## src/rtl/sync_fifo_pkg.sv

```systemverilog
// Shared constants and helpers for the sync_fifo_v2 buffer and its users.
package sync_fifo_pkg;

  // Read-mode selectors for the FWFT parameter
  localparam int FIFO_MODE_REG  = 0;
  localparam int FIFO_MODE_FWFT = 1;

  // Width needed to hold a fill level in the range 0..depth inclusive
  function automatic int fifo_lvl_wd(input int depth);
    return $clog2(depth + 1);
  endfunction

endpackage

```

## src/rtl/fifo_mem.sv

```systemverilog
// Simple dual-port storage: synchronous write, asynchronous read, contents not reset.
module fifo_mem #(
  parameter int DATA_WD = 8,
  parameter int DEPTH   = 16,
  parameter int ADDR_WD = $clog2(DEPTH)
) (
  input  logic               clk,
  input  logic               wr_en_i,
  input  logic [ADDR_WD-1:0] wr_addr_i,
  input  logic [DATA_WD-1:0] wr_data_i,
  input  logic [ADDR_WD-1:0] rd_addr_i,
  output logic [DATA_WD-1:0] rd_data_o
);

  logic [DATA_WD-1:0] mem_q [DEPTH];

  // Store the incoming word at the write address
  always_ff @(posedge clk) begin
    if (wr_en_i) begin
      mem_q[wr_addr_i] <= wr_data_i;
    end
  end

  assign rd_data_o = mem_q[rd_addr_i];

endmodule

```

## src/rtl/sync_fifo_v2.sv

```systemverilog
// Single-clock FIFO with registered or fall-through read, programmable
// almost-full/almost-empty thresholds, flush and sticky error flags.
// Depth may be any value >= 2; pointers wrap by explicit compare.
module sync_fifo_v2
  import sync_fifo_pkg::*;
#(
  parameter int DATA_WD = 8,
  parameter int DEPTH   = 16,
  parameter int FWFT    = FIFO_MODE_REG,
  parameter int LVL_WD  = fifo_lvl_wd(DEPTH)
) (
  input  logic               clk,
  input  logic               rst,
  input  logic               wr_en,
  input  logic [DATA_WD-1:0] wr_data,
  input  logic               rd_en,
  output logic [DATA_WD-1:0] rd_data,
  input  logic               flush,
  input  logic [LVL_WD-1:0]  af_thr,
  input  logic [LVL_WD-1:0]  ae_thr,
  input  logic               clr_err,
  output logic               full,
  output logic               empty,
  output logic               almost_full,
  output logic               almost_empty,
  output logic [LVL_WD-1:0]  level,
  output logic               overflow,
  output logic               underflow
);

  localparam int PTR_WD = $clog2(DEPTH);
  localparam logic [PTR_WD-1:0] PTR_LAST = PTR_WD'(DEPTH - 1);
  localparam logic [LVL_WD-1:0] LVL_FULL = LVL_WD'(DEPTH);

  logic [PTR_WD-1:0]  head_q, head_d;
  logic [PTR_WD-1:0]  tail_q, tail_d;
  logic [LVL_WD-1:0]  level_q, level_d;
  logic               overflow_q, overflow_d;
  logic               underflow_q, underflow_d;
  logic               wr_acc, rd_acc;
  logic [DATA_WD-1:0] mem_rd_data;

  // Flags come straight from the level register, so they describe pre-edge state
  assign full         = (level_q == LVL_FULL);
  assign empty        = (level_q == '0);
  assign almost_full  = (level_q >= af_thr);
  assign almost_empty = (level_q <= ae_thr);
  assign level        = level_q;
  assign overflow     = overflow_q;
  assign underflow    = underflow_q;

  assign wr_acc = wr_en & ~full  & ~flush;
  assign rd_acc = rd_en & ~empty & ~flush;

  fifo_mem #(
    .DATA_WD (DATA_WD),
    .DEPTH   (DEPTH),
    .ADDR_WD (PTR_WD)
  ) u_mem (
    .clk       (clk),
    .wr_en_i   (wr_acc),
    .wr_addr_i (tail_q),
    .wr_data_i (wr_data),
    .rd_addr_i (head_q),
    .rd_data_o (mem_rd_data)
  );

  // Next pointers, level and sticky errors; flush wins over any access
  always_comb begin
    head_d      = head_q;
    tail_d      = tail_q;
    level_d     = level_q;
    overflow_d  = (overflow_q  & ~clr_err) | (wr_en & full  & ~flush);
    underflow_d = (underflow_q & ~clr_err) | (rd_en & empty & ~flush);
    if (flush) begin
      head_d  = '0;
      tail_d  = '0;
      level_d = '0;
    end else begin
      if (wr_acc) begin
        tail_d = (tail_q == PTR_LAST) ? '0 : tail_q + PTR_WD'(1);
      end
      if (rd_acc) begin
        head_d = (head_q == PTR_LAST) ? '0 : head_q + PTR_WD'(1);
      end
      if (wr_acc && !rd_acc) begin
        level_d = level_q + LVL_WD'(1);
      end else if (rd_acc && !wr_acc) begin
        level_d = level_q - LVL_WD'(1);
      end
    end
  end

  // Control state registers
  always_ff @(posedge clk or posedge rst) begin
    if (rst) begin
      head_q      <= '0;
      tail_q      <= '0;
      level_q     <= '0;
      overflow_q  <= 1'b0;
      underflow_q <= 1'b0;
    end else begin
      head_q      <= head_d;
      tail_q      <= tail_d;
      level_q     <= level_d;
      overflow_q  <= overflow_d;
      underflow_q <= underflow_d;
    end
  end

  generate
    if (FWFT == FIFO_MODE_FWFT) begin : g_fwft
      // Head word is presented directly; blank while nothing is stored
      assign rd_data = empty ? '0 : mem_rd_data;
    end else begin : g_reg
      logic [DATA_WD-1:0] rd_data_q, rd_data_d;

      assign rd_data_d = rd_acc ? mem_rd_data : rd_data_q;

      // Capture the popped word; hold it otherwise, flush included
      always_ff @(posedge clk or posedge rst) begin
        if (rst) begin
          rd_data_q <= '0;
        end else begin
          rd_data_q <= rd_data_d;
        end
      end

      assign rd_data = rd_data_q;
    end
  endgenerate

endmodule

```

## config.mk

```make
export PLATFORM = sky130hd
export DESIGN_NAME = sync_fifo_v2
export DESIGN_NICKNAME = d
export VERILOG_FILES = /design/src/rtl/sync_fifo_pkg.sv /design/src/rtl/fifo_mem.sv /design/src/rtl/sync_fifo_v2.sv
export SDC_FILE = /design/constraint.sdc
export NUM_CORES = 1
export LEC_CHECK = 0
export ABC_AREA = 1
export BUFFER_PORTS_ARGS = -buffer_cell sky130_fd_sc_hd__buf_2
export CAP_MARGIN = 5
export CORE_MARGIN = 1.5
export CORE_UTILIZATION = 30
export DETAILED_ROUTE_END_ITERATION = 8
export PLACE_DENSITY = 0.51
export SLEW_MARGIN = 0
export SYNTH_ARGS = -nofsm -noshare
export SYNTH_HDL_FRONTEND = slang
export SYNTH_SLANG_ARGS = --single-unit
export TNS_END_PERCENT = 100
```

## constraint.sdc

```tcl
create_clock -name clk -period 3.2 [get_ports clk]
set_clock_uncertainty 0.05 [all_clocks]
set_input_delay 0.48 -clock clk [delete_from_list [all_inputs] [get_ports clk]]
set_output_delay 0.48 -clock clk [all_outputs]
set_load 0.05 [all_outputs]
```

# After elaboration in Yosys (flattened, before gate mapping)
# Memories as Yosys holds them, arrays and structs flattened. A register that Yosys moved wholly into a read port is not among the register bits.
# Index checks and enable logic that the tools add are counted.
totals:
  regBits: 15
  ram_bits: 128
  input_bits: 24
  output_inout_bits: 19
  n_memories: 1
classes:
  n_addsub: 4
  n_lt_le_gt_ge: 2
  eq_ne: 3
  mux: 11
  n_bitwise: 16
  n_reduce_logical: 8
mem_list:
  columns: ["name", "words", "word_bits", "read_ports", "rd_clocked_by_memory_dff", "wr", "line_no", "rtl"]
  rows:
  - ["u_mem.mem_q", 16, 8, 1, 1, 1, "fifo_mem.sv:15", "logic [DATA_WD-1:0] mem_q [DEPTH];"]
ops:
  columns: ["op", "count"]
  rows:
  - ["4-bit 2-to-1 mux", 6]
  - ["5-bit 2-to-1 mux", 3]
  - ["1-bit AND", 10]
  - ["4-bit by 1-bit adder with 4-bit output, second input constant", 2]
  - ["4-bit == test, second input constant", 2]
  - ["5-bit by 1-bit adder with 5-bit output, second input constant", 1]
  - ["5-bit == test, second input constant", 1]
  - ["5-bit greater-or-equal comparator", 1]
  - ["5-bit less-or-equal comparator", 1]
  - ["5-bit zero test", 1]
  - ["5-bit by 1-bit subtractor with 5-bit output, second input constant", 1]
  - ["1-bit NOT", 4]
  - ["2-bit nonzero test", 2]
  - ["3-bit nonzero test", 1]
  - ["1-bit logical AND", 2]
  - ["1-bit zero test", 2]
  - ["1-bit 2-to-1 mux", 2]
  - ["1-bit OR", 2]

# Depth between registers and ports, before layout
# Gate-level depths: netlist (run 1).
depth:
  word_depth: 9
  mapped_depth: 15
  depth_no_buf: 15

# Cells and area by module
# Synthesis (run 1) repeated with hierarchy kept, for this count alone.
hier_totals:
  hier_cells: 727
  hier_area_um2: 7076.8
modules_own_cells:
  columns: ["module", "n_inst", "cells_each", "area_per_inst_um2"]
  rows:
  - ["fifo_mem", 1, 543, 5606.6]
  - ["sync_fifo_v2", 1, 184, 1470.2]

# Worst setup path before layout (run 1)
# No wires, ideal clock.
synth_path:
  kind: "register to output"
  from: "register level_q[4], in the netlist level[4]"
  to: "output almost_full"
  t_arrival_ps: 2924
  required_time_ps: 2670
  path_slack_ps: -254
  path_stages_with_launch: 4
  n_path_buf: 0
  path_cell_list: "dfrtp_1 ha_1 nand2_1 o311ai_0"
synth_between:
  elab_chain_len: 1
synth_lines:
  columns: ["item", "line_no", "rtl"]
  rows:
  - ["start, declared", "sync_fifo_v2.sv:37", "logic [LVL_WD-1:0] level_q, level_d;"]
  - ["start signal, assigned", "sync_fifo_v2.sv:105", "level_q <= level_d;"]
  - ["5-bit greater-or-equal comparator", "sync_fifo_v2.sv:46", "assign almost_full = (level_q >= af_thr);"]
  - ["end, declared", "sync_fifo_v2.sv:24", "output logic almost_full,"]
# No other way between the ends.

# Worst setup path in the final report (run 1)
layout_path:
  from: "register level_q[1], in the netlist level[1]"
  to: "register level_q[4], in the netlist level[4]"
layout_between:
  elab_chain_len: 8
layout_lines:
  columns: ["item"]
  rows:
  - ["branches (longest 8 deep; another with 5-bit by 1-bit subtractor with 5-bit output)"]
# Several ways; the timed one is not identified. The select of a mux whose other input is x is not followed.
# A chain may end at the register's enable or synchronous reset.

==> results.txt, run 1 <==
Status - completed
Number of global-route vias before repair - 4496
Final period utilization - 0.778
GRT Total Usage - 0.145
RSZ-0062 raised after global routing - false
Fin crit period - 2490 ps
Post-CTS Resized - 0
CTS Root Cell - clkbuf_16
Filler cell count - 2272
CP Class - reg -> reg
Crit path max fanout - 11
Post-DP Area - 7340 um2
Clock Path Buffers - 2
Worst hold path type - in -> async
Post-Syn Nets - 733
Setup-failing EPs final - 0
R2r endpoint - level[4]
DRT Pass-1 Iters - 5
First-pass GRT wire length - 25.9 mm
Crit path DAT - 2760 ps
Routed Antenna Nets - 0
Commonest cells after routing, fill and taps aside - 270 x nand2_1, 128 x edfxtp_1, 76 x nand3_1
Design area - 7970 um2
Via/cell ratio - 4.54
Grt ovf - 0
Starting DRT DRC Count - 338
Post-Syn Area per Cell - 10.0 um2
Post-synth EDFFs - 128
DP HPWL - 10.6 mm
Area delta synth->final - 15.6%
Max-Cap Viols - 0
Die Wd - 155 um
Slew Limit Fails - 0
Row cnt - 55
Antenna violations before repair - 0
Worst reg2reg path depth - 13
Clock-pin slew on the worst setup and hold paths - 60 ps
Post-CTS Setup Repair Bufs - 0
Cts bufs inserted - 17
Setup slack, reg-to-reg - 710 ps
Cells after Synth - 689
Maximum vdd drop - 349 uV
Die Height - 155 um
Pwr/cell area - 842 nW/um2
Hold_buf cts - 0
Starting density of the core - 0.306
Area taken by multi-input logic gates - 2050 um2
Seq/Total Area, Yosys - 0.640
Max Freq - 0.402 GHz
Synth warn - 0
CP Capture Type - flop
Count of state elements after synthesis - 151
Startpoint Class - flop
Worst-margin pin slew - 892 ps
Number of diodes - 0
Storage element area - 4420 um2
Post-Syn Area - 6900 um2
Core area - 22600 um2
Commonest non-fill, non-tap cell in the layout - nand2_1
Wire per inst - 15.6 um
Final nets - 774
DRC viols - 0
Layout cells sized above 1 - 0.117
Die Footprint - 23900 um2
I/O Buffers - 42
CTS sink cnt - 151
Final wirelength - 16.1 mm
Count of different cell masters after synthesis - 30
Final count of hold timing violations - 0
Htree depth - 4
TritonCTS clock tree - done
FFs w/ async S/R, synth - 0.152
Worst Path Required - 3470 ps
Total number of vias - 4666
GP Congestion - 0.869
Later-pin clock latency in the skew report - 430 ps
Fin Setup TNS - 0 ps
Slew headroom - 0.405
Worst r2r src - level[1]
Ports - 43
Leak pwr - 3.42 nW
Post-synth top flop - edfxtp_1
Largest net degree at the start of global routing - 69
-- state kept, by name, summed over array words and instances (netlist names) --
register,count
head_q,4
level,5
overflow,1
rd_data,8
tail_q,4
u_mem.mem_q,128
underflow,1
-- metal layers --
metal,GRT usage,up-vias,wire length [um]
met5,0,-,0
met4,0.0531,0,251
met3,0.0263,21,490
met2,0.248,64,8220
met1,0.183,2240,7110
li1,-,2341,-
-- power breakdown --
| part | internal (W) | switching, W | total (W) |
|---|---|---|---|
| Clock | 0.00138 | 0.000778 | 0.00215 |
| Combinational | 0.000569 | 0.00161 | 0.00217 |
| Sequential | 0.00226 | 0.000118 | 0.00238 |
-- Yosys cell counts (2+ instances only) --
library cell / count / share of area
ha_1: 19 / 0.034
edfxtp_1: 128 / 0.56
clkinv_1: 2 / 0.0011
clkbuf_1: 2 / 0.0011
o22ai_1: 4 / 0.0036
buf_2: 15 / 0.011
buf_4: 4 / 0.0044
xor2_1: 4 / 0.0051
a21oi_1: 5 / 0.0036
dfrtp_1: 23 / 0.083
inv_2: 3 / 0.0016
inv_1: 60 / 0.033
buf_6: 6 / 0.0098
nor2_1: 39 / 0.021
nand2_1: 270 / 0.15
o21ai_0: 16 / 0.012
nand3_1: 76 / 0.055
-- through the flow --
step           hold slack [ps]  worst slack (ps)  cells  utilization  power (W)
3_3_place_gp               415               813    996        0.325    0.00463
3_5_place_dp               411               780    996        0.325    0.00462
4_1_cts                    179               692   1027        0.353    0.00679
5_1_grt                    210               416   1027        0.353    0.00714
2_1_floorplan              432               343    689            -    0.00410
6_report                   191               711   1027        0.353    0.00671
-- critical path: stages, from the launching register on --
cell	delay [ps]
dfrtp_1	480
nor2_2	160
nand3_1	120
nand2_1	370
nand2_4	170
ha_1	350
a21oi_1	220
nand3_1	110
nand2_1	110
inv_1	40
nand2_1	50
nand2_1	50
nand2_1	60
nand2_1	40
-- cells by family (layout without fill, tap and decap cells) --
kind of cell,Yosys count,after routing,share of synthesized area
XOR/XNOR,4,4,0.00508
adder cells (fa/ha/maj),20,20,0.0374
AO/OA/AOI/OAI,31,31,0.0265
buffers and inverters,93,146,0.0624
flip-flops,151,151,0.640
AND/OR/NAND/NOR,390,390,0.228
-- area by class of cell --
| cell class | instances | share of cell area |
|---|---|---|
| sequential | 151 | 0.554 |
| multi-input combinational | 445 | 0.257 |
| clock buffer | 18 | 0.0538 |
| tap | 285 | 0.0447 |
| timing repair buffer | 49 | 0.0330 |
| inverter | 66 | 0.0314 |
| clock inverter | 13 | 0.0256 |
-- worst max path at each step --
stage	startpoint	to	slack (ps)	depth (start not counted)
6_report	level[1]	level[4]	710	13
5_1_grt	level[1]	level[4]	420	13
4_1_cts	level[1]	almost_empty	690	7
3_5_place_dp	level[1]	level[4]	780	13
3_3_place_gp	level[1]	level[4]	810	13
2_1_floorplan	level[4]	almost_full	340	3
Power figures use the tool's default switching activity.
==> inputs of run 2 (changes only) <==
- clock period: 3.2 -> 2.3 ns (I/O delays scaled with it)
==> run 2 against run 1 <==
Utilization up 1.2 points. Routed wire length rose by 3.2%. Count of clock-buffer cells in the layout decreased by 1. Die area unchanged. Total power grew 40%. Cell count is 2.7% higher. Register-to-register slack got worse by 500 ps. Critical path type is now reg -> out. Highest routed layer unchanged.
==> results.txt, run 2 (synthesis gave the netlist of run 1 again) <==
Status - completed
CP Capture Type - primary output
Worst-margin pin slew - 658 ps (-234 ps)
Filler cell count - 2311 (+1.7%)
Final count of hold timing violations - 0 (unchanged)
Maximum vdd drop - 540 uV (+55%)
Grt ovf - 0 (unchanged)
Htree depth - 4 (unchanged)
Commonest non-fill, non-tap cell in the layout - nand2_1
DRC viols - 0 (unchanged)
CP Class - reg -> out
I/O Buffers - 42 (unchanged)
Clock Path Buffers - 2 (unchanged)
Crit-path max cell delay - 410 ps (-70 ps)
Clock-pin slew on the worst setup and hold paths - 60 ps (about the same)
Commonest cells after routing, fill and taps aside - 268 x nand2_1, 128 x edfxtp_1, 76 x nand3_1
Max Freq - 0.447 GHz
GRT Total Usage - 0.146 (+0.000547)
DP HPWL - 10.8 mm (+2.3%)
Startpoint Class - flop
Fin Setup TNS - 0 ps (unchanged)
CP max stage cell - dfrtp_2
Pwr/cell area - 1140 nW/um2 (+35%)
Number of global-route vias before repair - 4683 (+4.2%)
Critical path's top delay family - flip-flops
CTS Root Cell - clkbuf_16
Crit path max fanout - 4 (-7)
Area taken by multi-input logic gates - 2110 um2 (+3.1%)
Cts bufs inserted - 17 (unchanged)
Core area - 22600 um2 (unchanged)
Die Height - 155 um (unchanged)
Setup-failing EPs final - 0 (unchanged)
Slew Limit Fails - 0 (unchanged)
RSZ-0062 raised after global routing - true
Number of diodes - 0 (unchanged)
Worst hold slack - 66.0 ps (-125 ps)
Total number of vias - 4740 (+1.6%)
Via/cell ratio - 4.49 (-1.1%)
Worst Path Required - 1900 ps (-1570 ps)
Crit path DAT - 1840 ps (-920 ps)
Slew headroom - 0.561 (+0.156)
Wire per inst - 15.7 um (+0.48%)
Largest net degree at the start of global routing - 44 (-36%)
Ports - 43 (unchanged)
Final nets - 801 (+3.5%)
Final worst slack - 64.9 ps (-646 ps)
Leak pwr - 3.53 nW (+3.3%)
Later-pin clock latency in the skew report - 420 ps (about the same)
Die Footprint - 23900 um2 (unchanged)
Storage element area - 4430 um2 (+0.11%)
Most used cell, CP - buf_6
TritonCTS clock tree - done
Routed Antenna Nets - 0 (unchanged)
Place WS - 189 ps (-591 ps)
Row cnt - 55 (unchanged)
Fin crit period - 2240 ps
Power Total - 0.00938 W (+40%)
Max-Cap Viols - 0 (unchanged)
Starting density of the core - 0.306 (unchanged)
Worst hold path type - in -> reg
Starting DRT DRC Count - 254 (-25%)
Layout cells sized above 1 - 0.169 (+0.0516)
DRT Pass-1 Iters - 5 (unchanged)
Area delta synth->final - 19.5%
Final period utilization - 0.972
Antenna violations before repair - 0 (unchanged)
Die Wd - 155 um (unchanged)
GP Congestion - 0.796 (-8.4%)
CTS sink cnt - 151 (unchanged)
Max FFs per register - 128 (unchanged)
Final wirelength - 16.6 mm (+3.2%)
Top reg by flops - u_mem.mem_q
Chain of cells forming the critical path - buf_6 > ha_4 > inv_2 > o21bai_1 > a21oi_1 > nor2_1 > o22ai_2 > buf_6
First-pass GRT wire length - 25.9 mm (+0.24%)
Worst path bufs/invs - 3 (+2)
-- run 2: cell count changes in the layout (fill, tap and decap cells not counted), sizes merged --
cell         before  now
buf              49   75
bufinv            5    3
clkbuf           18   17
clkinv            9    7
clkinvlp          0    6
dlygate4sd3       0    1
-- run 2: worst register-to-register path, cell delays in order, from the launching register on --
cell and delay, ps:
dfrtp_2 460, nor2_2 140, nand3_1 130, nand2_2 140, inv_2 60, nand2_4 120, ha_1 280, a21oi_1 190
nand3_1 90, nand2_1 90, inv_1 40, nand2_1 50, nand2_1 50, nand2_1 60, nand2_1 40
-- run 2: what timing repair did --
item / CTS / global route
hold buffers: 1 / 0
hold endpoints to repair: 14 / 0
resized for setup: 4 / 9
pin swaps: 1 / 4
setup buffers: 0 / 2
endpoints found under the setup margin: 2 / 3
-- run 2: per-layer routing --
layer | wire length, um | vias up | track usage
met3 | 568 | 15 | 0.0319
li1 | - | 2403 | -
met5 | 0 | - | 0
met2 | 8340 | 85 | 0.246
met4 | 175 | 0 | 0.0394
met1 | 7500 | 2237 | 0.189
-- run 2: metrics by stage --
step | instance area [um2] | util | cells
3_3_place_gp | 7550 | 0.335 | 1020
5_1_grt | 8250 | 0.365 | 1055
6_report | 8250 | 0.365 | 1055
4_1_cts | 8180 | 0.362 | 1053
3_5_place_dp | 7550 | 0.335 | 1020
2_1_floorplan | 6920 | - | 689
-- run 2: layout make-up --
type                            count  share of cell area
Clock buffer                       17              0.0516
Clock inverter                     15              0.0218
Inverter                           66              0.0303
Multi-Input combinational cell    445               0.256
Sequential cell                   151               0.537
Tap cell                          285              0.0432
Timing Repair Buffer               76              0.0602
-- run 2: path summary, 6_finish.rpt --
check	from	to	slack [ps]	cells past startpoint
max in group asynchronous	rst	tail_q[2]	1140	4
worst min-delay path	clr_err	overflow	70	2
worst min register to register	rd_data[1]	rd_data[1]	430	2
worst max register to register	level[3]	level[4]	210	14
min in group asynchronous	rst	underflow	520	3
worst max-delay path	level[1]	almost_empty	60	8
-- run 2: power by group --
group	leakage, nW	switching (W)	internal, W
clock network	0.277	0.00111	0.00171
logic	1.81	0.00230	0.000985
registers	1.45	0.000118	0.00316
==> inputs of run 3 (changes only) <==
- CTS_CLUSTER_DIAMETER: default -> 150
- HOLD_SLACK_MARGIN: default -> 0.08
==> run 3 against run 2 <==
Routed wire length hardly changed. Sequential power hardly changed. Total power hardly changed. Cell area is 0.12% higher. Sequential share of layout area is 0.065 points lower. Critical path depth stayed put.
==> results.txt, run 3 (synthesis gave the netlist of run 1 again) <==
Status - completed
Cts bufs inserted - 17 (unchanged)
Fin crit period - 2230 ps (-0.890 ps)
GRT Total Usage - 0.146 (+0.000243)
Worst reg2reg path depth - 14 (unchanged)
Commonest non-fill, non-tap cell in the layout - nand2_1
Clock Path Buffers - 2 (unchanged)
Core area - 22600 um2 (unchanged)
Wire per inst - 15.7 um (-0.19%)
Final period utilization - 0.971 (about the same)
Top reg by flops - u_mem.mem_q
Pwr/cell area - 1140 nW/um2 (about the same)
Max FFs per register - 128 (unchanged)
Die Height - 155 um (unchanged)
RSZ-0062 raised after global routing - true
Max-Cap Viols - 0 (unchanged)
Routed Antenna Nets - 0 (unchanged)
Starting DRT DRC Count - 246 (-3.1%)
CP Capture Type - primary output
I/O Buffers - 42 (unchanged)
GP Congestion - 0.796 (unchanged)
Slew Limit Fails - 0 (unchanged)
Later-pin clock latency in the skew report - 420 ps (about the same)
Total number of vias - 4763 (+0.49%)
Final wirelength - 16.6 mm (about the same)
DRC viols - 0 (unchanged)
Startpoint Class - flop
Maximum vdd drop - 540 uV (about the same)
Slew headroom - 0.563 (+0.00182)
Fin Setup TNS - 0 ps (unchanged)
Setup slack, reg-to-reg - 210 ps (about the same)
Commonest cells after routing, fill and taps aside - 268 x nand2_1, 128 x edfxtp_1, 76 x nand3_1
Final nets - 802 (+0.12%)
Htree depth - 4 (unchanged)
CTS Root Cell - clkbuf_16
R2r endpoint - level[4]
Final worst slack - 65.8 ps (+0.890 ps)
CTS sink cnt - 151 (unchanged)
Ports - 43 (unchanged)
Via/cell ratio - 4.51 (+0.39%)
Hold Path End - level[4]
Clock-pin slew on the worst setup and hold paths - 60 ps (about the same)
Setup-failing EPs final - 0 (unchanged)
Die Wd - 155 um (unchanged)
Worst r2r src - level[3]
Max Freq - 0.448 GHz (about the same)
Place WS - 189 ps (unchanged)
Worst Path Required - 1900 ps (about the same)
Layout cells sized above 1 - 0.169 (-0.000219)
First-pass GRT wire length - 26.0 mm (+0.13%)
Area delta synth->final - 19.7%
DRT Pass-1 Iters - 5 (unchanged)
Number of diodes - 0 (unchanged)
Min-Delay Path Depth - 4 (+2)
Crit path max fanout - 4 (unchanged)
TritonCTS clock tree - done
Final count of hold timing violations - 0 (unchanged)
Worst hold path type - in -> reg
Hold path start - flush
DP HPWL - 10.8 mm (unchanged)
Crit path DAT - 1840 ps (about the same)
Grt ovf - 0 (unchanged)
Largest net degree at the start of global routing - 44 (unchanged)
Row cnt - 55 (unchanged)
Starting density of the core - 0.306 (unchanged)
Power Total - 0.00938 W (about the same)
CP Class - reg -> out
Leak pwr - 3.54 nW (+0.12%)
Worst-margin pin slew - 655 ps (-2.72 ps)
Number of global-route vias before repair - 4701 (+0.38%)
Antenna violations before repair - 0 (unchanged)
Die Footprint - 23900 um2 (unchanged)
## run 3: cell types whose count changed in the layout (fill, tap and decap cells not counted), sizes merged
cell         delta
dlygate4sd3     +1
## run 3: final cells by class
type / count / area [um2]
well taps: 285 / 357
repair buffers: 77 / 507
fillers: 2309 / 14300
clock inverters: 15 / 180
inverters: 66 / 250
flip-flops and latches: 151 / 4430
multi-input cells: 445 / 2110
clock buffers: 17 / 425
## run 3: timing repair
action,CTS,global route
gates resized for setup,4,9
setup endpoints to repair,2,3
hold endpoints to repair,16,0
pin swaps,1,4
hold buffers,2,0
cloned,0,0
buffers inserted,0,2
## run 3: metrics by stage
step                std cells  utilization  hold WS (ps)  cell area, um2
floorplan                 689            -           297            6920
global placement         1020        0.335           417            7550
detailed placement       1020        0.335           414            7550
CTS                      1054        0.363           183            8190
global route             1056        0.366           203            8260
finish                   1056        0.366           202            8260
## run 3: per-layer routing
layer  part of all wire  track usage  wire, um
met1               0.46        0.188      7540
met2               0.50        0.245      8290
met3              0.031       0.0319       507
met4              0.014       0.0440       227
met5                  0            0         0
## run 3: worst max-delay path by stage
stage                   from  cells after the start            to  slack [ps]
CTS                 level[1]                      8  almost_empty         0.8
detailed placement  level[3]                     14      level[4]         190
global route        level[1]                      8  almost_empty        -100
finish              level[1]                      8  almost_empty          70
floorplan           level[4]                      3   almost_full          30
global placement    level[3]                     14      level[4]         210
## run 3: worst max-delay path, cell delays in order (launching register included)
cell	delay [ps]
dfrtp_2	410
buf_6	130
ha_4	260
inv_2	30
o21bai_1	140
a21oi_1	90
nor2_1	130
o22ai_2	80
buf_6	150
## run 3: report_power, final
| part | switching, W | internal, W | leakage [nW] | total [W] |
|---|---|---|---|---|
| Clock | 0.00111 | 0.00171 | 0.277 | 0.00282 |
| Sequential | 0.000118 | 0.00316 | 1.45 | 0.00327 |
| Combinational | 0.00230 | 0.000986 | 1.81 | 0.00329 |
